## src/rtl/pool_requant_pkg.sv

```systemverilog
// Shared definitions for the pooling/requantization output path:
// default activation width, saturation limit and the map-control state encoding.
package pool_requant_pkg;

   localparam int OUT_W_DEF = 8;
   localparam int SAT_MAX   = (1 << OUT_W_DEF) - 1;

   typedef enum logic [1:0] {
      ST_IDLE = 2'd0,
      ST_RUN  = 2'd1,
      ST_DONE = 2'd2
   } state_t;

endpackage

```

## src/rtl/pool_requant_requant_sat.sv

```systemverilog
// Combinational requantizer: round-half-up right shift of an unsigned value,
// then unsigned saturation to an OUT_W-bit activation.
module requant_sat
   import pool_requant_pkg::*;
#(
   parameter int DATA_W = 25,
   parameter int OUT_W  = OUT_W_DEF
) (
   input  logic [DATA_W-1:0] i_m,
   input  logic [4:0]        i_shift,
   output logic [OUT_W-1:0]  o_q
);

   localparam logic [DATA_W:0] SAT_LIM = (DATA_W+1)'((1 << OUT_W) - 1);

   // One guard bit above DATA_W absorbs the rounding bias without overflow.
   function automatic logic [OUT_W-1:0] round_sat(input logic [DATA_W-1:0] m,
                                                  input logic [4:0]        sh);
      logic [DATA_W:0] bias;
      logic [DATA_W:0] sum;
      logic [DATA_W:0] r;
      bias = (sh == 5'd0) ? '0 : ({{DATA_W{1'b0}}, 1'b1} << (sh - 5'd1));
      sum  = {1'b0, m} + bias;
      r    = sum >> sh;
      if (r > SAT_LIM)
         return {OUT_W{1'b1}};
      return r[OUT_W-1:0];
   endfunction

   assign o_q = round_sat(i_m, i_shift);

endmodule

```

## src/rtl/pool_requant.sv

```systemverilog
// 2x2 stride-2 max pooling over a row-major psum stream with a half-row line
// buffer, followed by rounding requantization to an 8-bit activation.
module pool_requant
   import pool_requant_pkg::*;
#(
   parameter int DATA_W = 25,
   parameter int OUT_W  = OUT_W_DEF,
   parameter int MAX_W  = 64,
   parameter int ADDR_W = 7
) (
   input  logic              clk,
   input  logic              rst_n,
   input  logic              start,
   input  logic [ADDR_W-1:0] cfg_width,
   input  logic [ADDR_W-1:0] cfg_height,
   input  logic [4:0]        cfg_shift,
   input  logic              in_valid,
   input  logic [DATA_W-1:0] in_data,
   output logic              out_valid,
   output logic [OUT_W-1:0]  out_data,
   output logic              out_last,
   output logic              busy,
   output logic              done
);

   localparam int LB_D  = MAX_W / 2;
   localparam int LB_AW = $clog2(LB_D);

   state_t            r_state;
   logic [ADDR_W-1:0] r_w;
   logic [ADDR_W-1:0] r_h;
   logic [4:0]        r_shift;
   logic [ADDR_W-1:0] r_col;
   logic [ADDR_W-1:0] r_row;
   logic [DATA_W-1:0] r_hold;
   logic [DATA_W-1:0] r_lbuf [LB_D];
   logic              r_vld_p1;
   logic [OUT_W-1:0]  r_data_p1;
   logic              r_last_p1;
   logic              r_busy;
   logic              r_done;

   logic              w_acc;
   logic [DATA_W-1:0] w_x;
   logic [LB_AW-1:0]  w_lb_idx;
   logic [DATA_W-1:0] w_max_hx;
   logic [DATA_W-1:0] w_max_all;
   logic [OUT_W-1:0]  w_q;
   logic              w_col_end;
   logic              w_last_beat;
   logic [ADDR_W-1:0] w_last_pair_row;
   logic [ADDR_W-1:0] w_last_pair_col;
   logic              w_emit;
   logic              w_emit_last;

   function automatic logic [DATA_W-1:0] umax(input logic [DATA_W-1:0] a,
                                              input logic [DATA_W-1:0] b);
      return (a > b) ? a : b;
   endfunction

   // Stage p0: accepted beat, clamp, window max against hold and line buffer
   assign w_acc     = (r_state == ST_RUN) && in_valid;
   assign w_x       = in_data[DATA_W-1] ? '0 : in_data;
   assign w_lb_idx  = r_col[LB_AW:1];
   assign w_max_hx  = umax(r_hold, w_x);
   assign w_max_all = umax(w_max_hx, r_lbuf[w_lb_idx]);

   assign w_col_end       = (r_col == r_w - ADDR_W'(1));
   assign w_last_beat     = w_col_end && (r_row == r_h - ADDR_W'(1));
   assign w_last_pair_row = {r_h[ADDR_W-1:1], 1'b0} - ADDR_W'(1);
   assign w_last_pair_col = {r_w[ADDR_W-1:1], 1'b0} - ADDR_W'(1);
   assign w_emit          = w_acc && r_row[0] && r_col[0];
   assign w_emit_last     = w_emit && (r_row == w_last_pair_row) &&
                            (r_col == w_last_pair_col);

   requant_sat #(
      .DATA_W (DATA_W),
      .OUT_W  (OUT_W)
   ) u_requant (
      .i_m     (w_max_all),
      .i_shift (r_shift),
      .o_q     (w_q)
   );

   // Line buffer holds the even-row pair maxima; contents are don't-care until written.
   always_ff @(posedge clk) begin
      if (w_acc && !r_row[0] && r_col[0])
         r_lbuf[w_lb_idx] <= w_max_hx;
   end

   // Stage p1: registered pooled output and map control
   always_ff @(posedge clk or negedge rst_n) begin
      if (!rst_n) begin
         r_state   <= ST_IDLE;
         r_w       <= '0;
         r_h       <= '0;
         r_shift   <= '0;
         r_col     <= '0;
         r_row     <= '0;
         r_hold    <= '0;
         r_vld_p1  <= 1'b0;
         r_data_p1 <= '0;
         r_last_p1 <= 1'b0;
         r_busy    <= 1'b0;
         r_done    <= 1'b0;
      end else begin
         r_vld_p1  <= w_emit;
         r_last_p1 <= w_emit_last;
         if (w_emit)
            r_data_p1 <= w_q;
         if (w_acc && !r_col[0])
            r_hold <= w_x;
         r_done <= 1'b0;
         case (r_state)
            ST_IDLE: begin
               if (start) begin
                  r_w     <= cfg_width;
                  r_h     <= cfg_height;
                  r_shift <= cfg_shift;
                  r_col   <= '0;
                  r_row   <= '0;
                  r_busy  <= 1'b1;
                  r_state <= ST_RUN;
               end
            end
            ST_RUN: begin
               if (w_acc) begin
                  if (w_last_beat) begin
                     r_state <= ST_DONE;
                     r_busy  <= 1'b0;
                     r_done  <= 1'b1;
                  end
                  if (w_col_end) begin
                     r_col <= '0;
                     r_row <= r_row + ADDR_W'(1);
                  end else begin
                     r_col <= r_col + ADDR_W'(1);
                  end
               end
            end
            ST_DONE: r_state <= ST_IDLE;
            default: r_state <= ST_IDLE;
         endcase
      end
   end

   assign out_valid = r_vld_p1;
   assign out_data  = r_data_p1;
   assign out_last  = r_last_p1;
   assign busy      = r_busy;
   assign done      = r_done;

endmodule

```

## config.mk

```make
export PLATFORM = sky130hd
export DESIGN_NAME = pool_requant
export DESIGN_NICKNAME = d
export VERILOG_FILES = /design/src/rtl/pool_requant_pkg.sv /design/src/rtl/pool_requant_requant_sat.sv /design/src/rtl/pool_requant.sv
export SDC_FILE = /design/constraint.sdc
export NUM_CORES = 1
export LEC_CHECK = 0
export ABC_AREA = 0
export CORE_ASPECT_RATIO = 0.5
export CORE_UTILIZATION = 57
export DETAILED_ROUTE_END_ITERATION = 8
export HOLD_SLACK_MARGIN = 0.15
export PLACE_DENSITY = 0.77
export SYNTH_ARGS = -nofsm -noshare
export SYNTH_HDL_FRONTEND = slang
export SYNTH_SLANG_ARGS = --single-unit
```

## constraint.sdc

```tcl
create_clock -name clk -period 8.4 [get_ports clk]
set_input_delay 1.68 -clock clk [delete_from_list [all_inputs] [get_ports clk]]
set_output_delay 1.68 -clock clk [all_outputs]
set_load 0.1 [all_outputs]
```

==> results.toml <==
[synth]
yosys_warnings = 0
ys_seq_area_share_pct = 66.1
yosysUniqueCellTypes = 86
synthArstFlopShare_pct = 8.46
synth_ff_type = "edfxtp_1"
synth.largest_area_cell = "edfxtp_1"
synthTopCellsByCount = "768 x edfxtp_1, 194 x mux4_2, 126 x nand2_1"
synth_top_area_share_pct = 61.4
synth_edf_count = 768
synth_area_leaders = "edfxtp_1 61%, mux4_2 12%, dfrtp_1 4.7%"
synth.cell_area_um2 = 37600
synth-seq-cells = 839
postSynthAreaPerCell_um2 = 16.1
synthCells = 2333
synth_most_common_cell = "edfxtp_1"
syn_nets = 2462

[floorplanning]
ioPinCount = 60
die_area_um2 = 67000
core_area_um2 = 65100
die_w_um = 365
initial_core_util_pct = 57.7
die_h_um = 184
rows = 66

[pwr]
netSwitchingFraction_pct = 37.5
p_per_area_nw_per_um2 = 381
clock_power_share_pct = 19.3
p_switching_uw = 6500
ir_worst_vdd_uv = 198
pwr-share-seq_pct = 31.4
internal-power_uw = 10800
power_leakage_uw = 0.0159
combPwrFrac_pct = 49.3

[clock_tree]
path_clk_slew_ps = 80
clock_latency_ps = 660
numCtsBuffers = 72
cts_root_buffer = "clkbuf_16"
htreeDepth = 3
cts_hold_buf = 0
cts_tree = "yes"
clock_path_buffers = 3
cts_sinks = 839

[timing]
setup_viol = 8
finClkSkew_ps = 40.7
whs_ps = 519
slew_viol_final = 0
worst_slew_pin_slew_ps = 1060
fmax_mhz = 112
hold_viol = 0
timing.final.crit_share_pct = 106
setup_ws_ps = -504
max-slew-margin-rel_pct = 29.2
rsz0062_at_grt = "true"
period_needed_ps = 8900

[hold_path]
worstHoldPathCells = 1
hold_class = "reg2reg"

[setup_path]
worstSetupPathType = "in2reg"
cp-start-kind = "input port"
slowest_stage = "o31a_2"
path_depth = 45
reg2reg_setup_slack_ps = 380
crit_arrival_ps = 9420
max_stage_delay_ps = 340
endpoint = "out_data[4]$_DFFE_PN0P_"
r2r_cells = 32
end_kind = "flop"
crit_required_ps = 8910
critical_path_buf_inv_count = 9
crit_start = "in_data[24]"
worstReg2RegStart = "r_col[1]$_DFFE_PN0P_"
worstPathMaxFanout = 8
cpMostUsedCell = "o21a_1"
cpLargestDelayFamily = "compound AO/OA/AOI/OAI gates"
reg2reg_to = "out_data[4]$_DFFE_PN0P_"

[global_route]
grt_pass1_wl_um = 162000
antenna_found_initial = 4
grt_pass1_vias = 24681
grt_max_degree = 72
overflow = 0
grt_usage_pct = 33.5

[place]
placed_cells = 3497
io_buffers = 59
place.gp.congestion = 0.915
dp_slack_ps = -1810
placed_area_um2 = 41800
dp_hpwl_um = 65500

[routing]
final_antenna_net_count = 0
wl_um = 111000
drt-vias-per-instance = 6.79
first_pass_iters = 6
vias = 24906
routedWlPerCell_um = 30.3
drt_iter0_drc = 3066
drc = 0

[finish]
area_growth_pct = 21.0
final-instance-count-excl-fill = 3670
fin_area_um2 = 45500
nFillCells = 3975
nets = 2857
drive_gt1_share_pct = 33.3

[run_status]
outcome = "finished with violations"
violations = "setup timing"

[run]
cap_violations = 0
[what timing repair did]
action	4_1_cts	5_1_grt
resized for setup	118	103
pin swaps	39	43
setup endpoints to repair	8	8
cloned	2	0
setup buffers	23	16
[layout make-up]
class                   instances  area (µm²)  share of cell area [%]
diodes                          1        2.50                 0.00550
clock buffers                  87        1890                    4.16
clock inverters                44         412                   0.905
inverters                      70         265                   0.583
multi-input cells            1287       13100                    28.8
flip-flops and latches        839       24800                    54.6
well taps                     884        1110                    2.43
repair buffers                458        3870                    8.51
[routing by layer]
metal / vias to the layer above / share of wire (%) / GRT usage [%]
li1: 10168 / - / -
met1: 12325 / 36 / 44.1
met2: 2006 / 48 / 54.2
met3: 403 / 12 / 7.49
met4: 4 / 4.8 / 14.4
met5: - / 0.021 / 0
[worst min-delay path by stage]
stage | startpoint | to | slack [ps]
after detailed placement | r_shift[4]$_DFFE_PN0P_ | r_shift[4]$_DFFE_PN0P_ | 500
after global routing | r_w[6]$_DFFE_PN0P_ | r_w[6]$_DFFE_PN0P_ | 550
after global placement | r_hold[20]$_DFFE_PN0P_ | r_hold[20]$_DFFE_PN0P_ | 490
after CTS | r_shift[4]$_DFFE_PN0P_ | r_shift[4]$_DFFE_PN0P_ | 520
after floorplan | r_col[6]$_DFFE_PN0P_ | r_col[6]$_DFFE_PN0P_ | 470
final | r_shift[4]$_DFFE_PN0P_ | r_shift[4]$_DFFE_PN0P_ | 520
[cells in the final DEF (no fill, tap or decap), types with 53 or more instances in the layout]
cell type  instances
buf_4            372
clkbuf_16         73
dfrtp_1           69
edfxtp_1         768
ha_1              53
inv_1             59
mux4_2           194
nand2_1          121
nor2_1            82
o21ai_0           73
[cell families after synthesis]
kind of cell    share of synthesized area, %
flops                                   66.1
simple gates                            5.98
compound gates                          8.21
mux                                     13.7
buf+inv                                 2.12
fa+ha+maj                               2.72
xor+xnor                                1.14
[power by group through the flow]
| stage | clock, µW | combinational [µW] | sequential, µW |
|---|---|---|---|
| 2_1_floorplan | 0 | 4380 | 5520 |
| 3_3_place_gp | 0 | 7380 | 5490 |
| 3_5_place_dp | 0 | 7510 | 5500 |
| 4_1_cts | 3370 | 7930 | 5430 |
| 5_1_grt | 3510 | 9070 | 5460 |
| 6_report | 3360 | 8540 | 5440 |
[state kept, by name, indices dropped and copies added, names as in the netlist, 2 cells and up]
signal	count
r_lbuf	768
r_hold	24
out_data	8
r_col	7
r_h	7
r_row	7
r_w	7
r_shift	5
r_state	2
[through the flow]
stage	TNS, ps	utilization, %	total power, µW
after global routing	-6400	69.9	18000
after detailed placement	-14120	64.3	13000
after global placement	-13470	64.3	12900
final	-3760	69.9	17300
after floorplan	-5600	-	9900
after CTS	-3460	68.8	16700
Note: power is estimated with default switching activity, not from simulation.
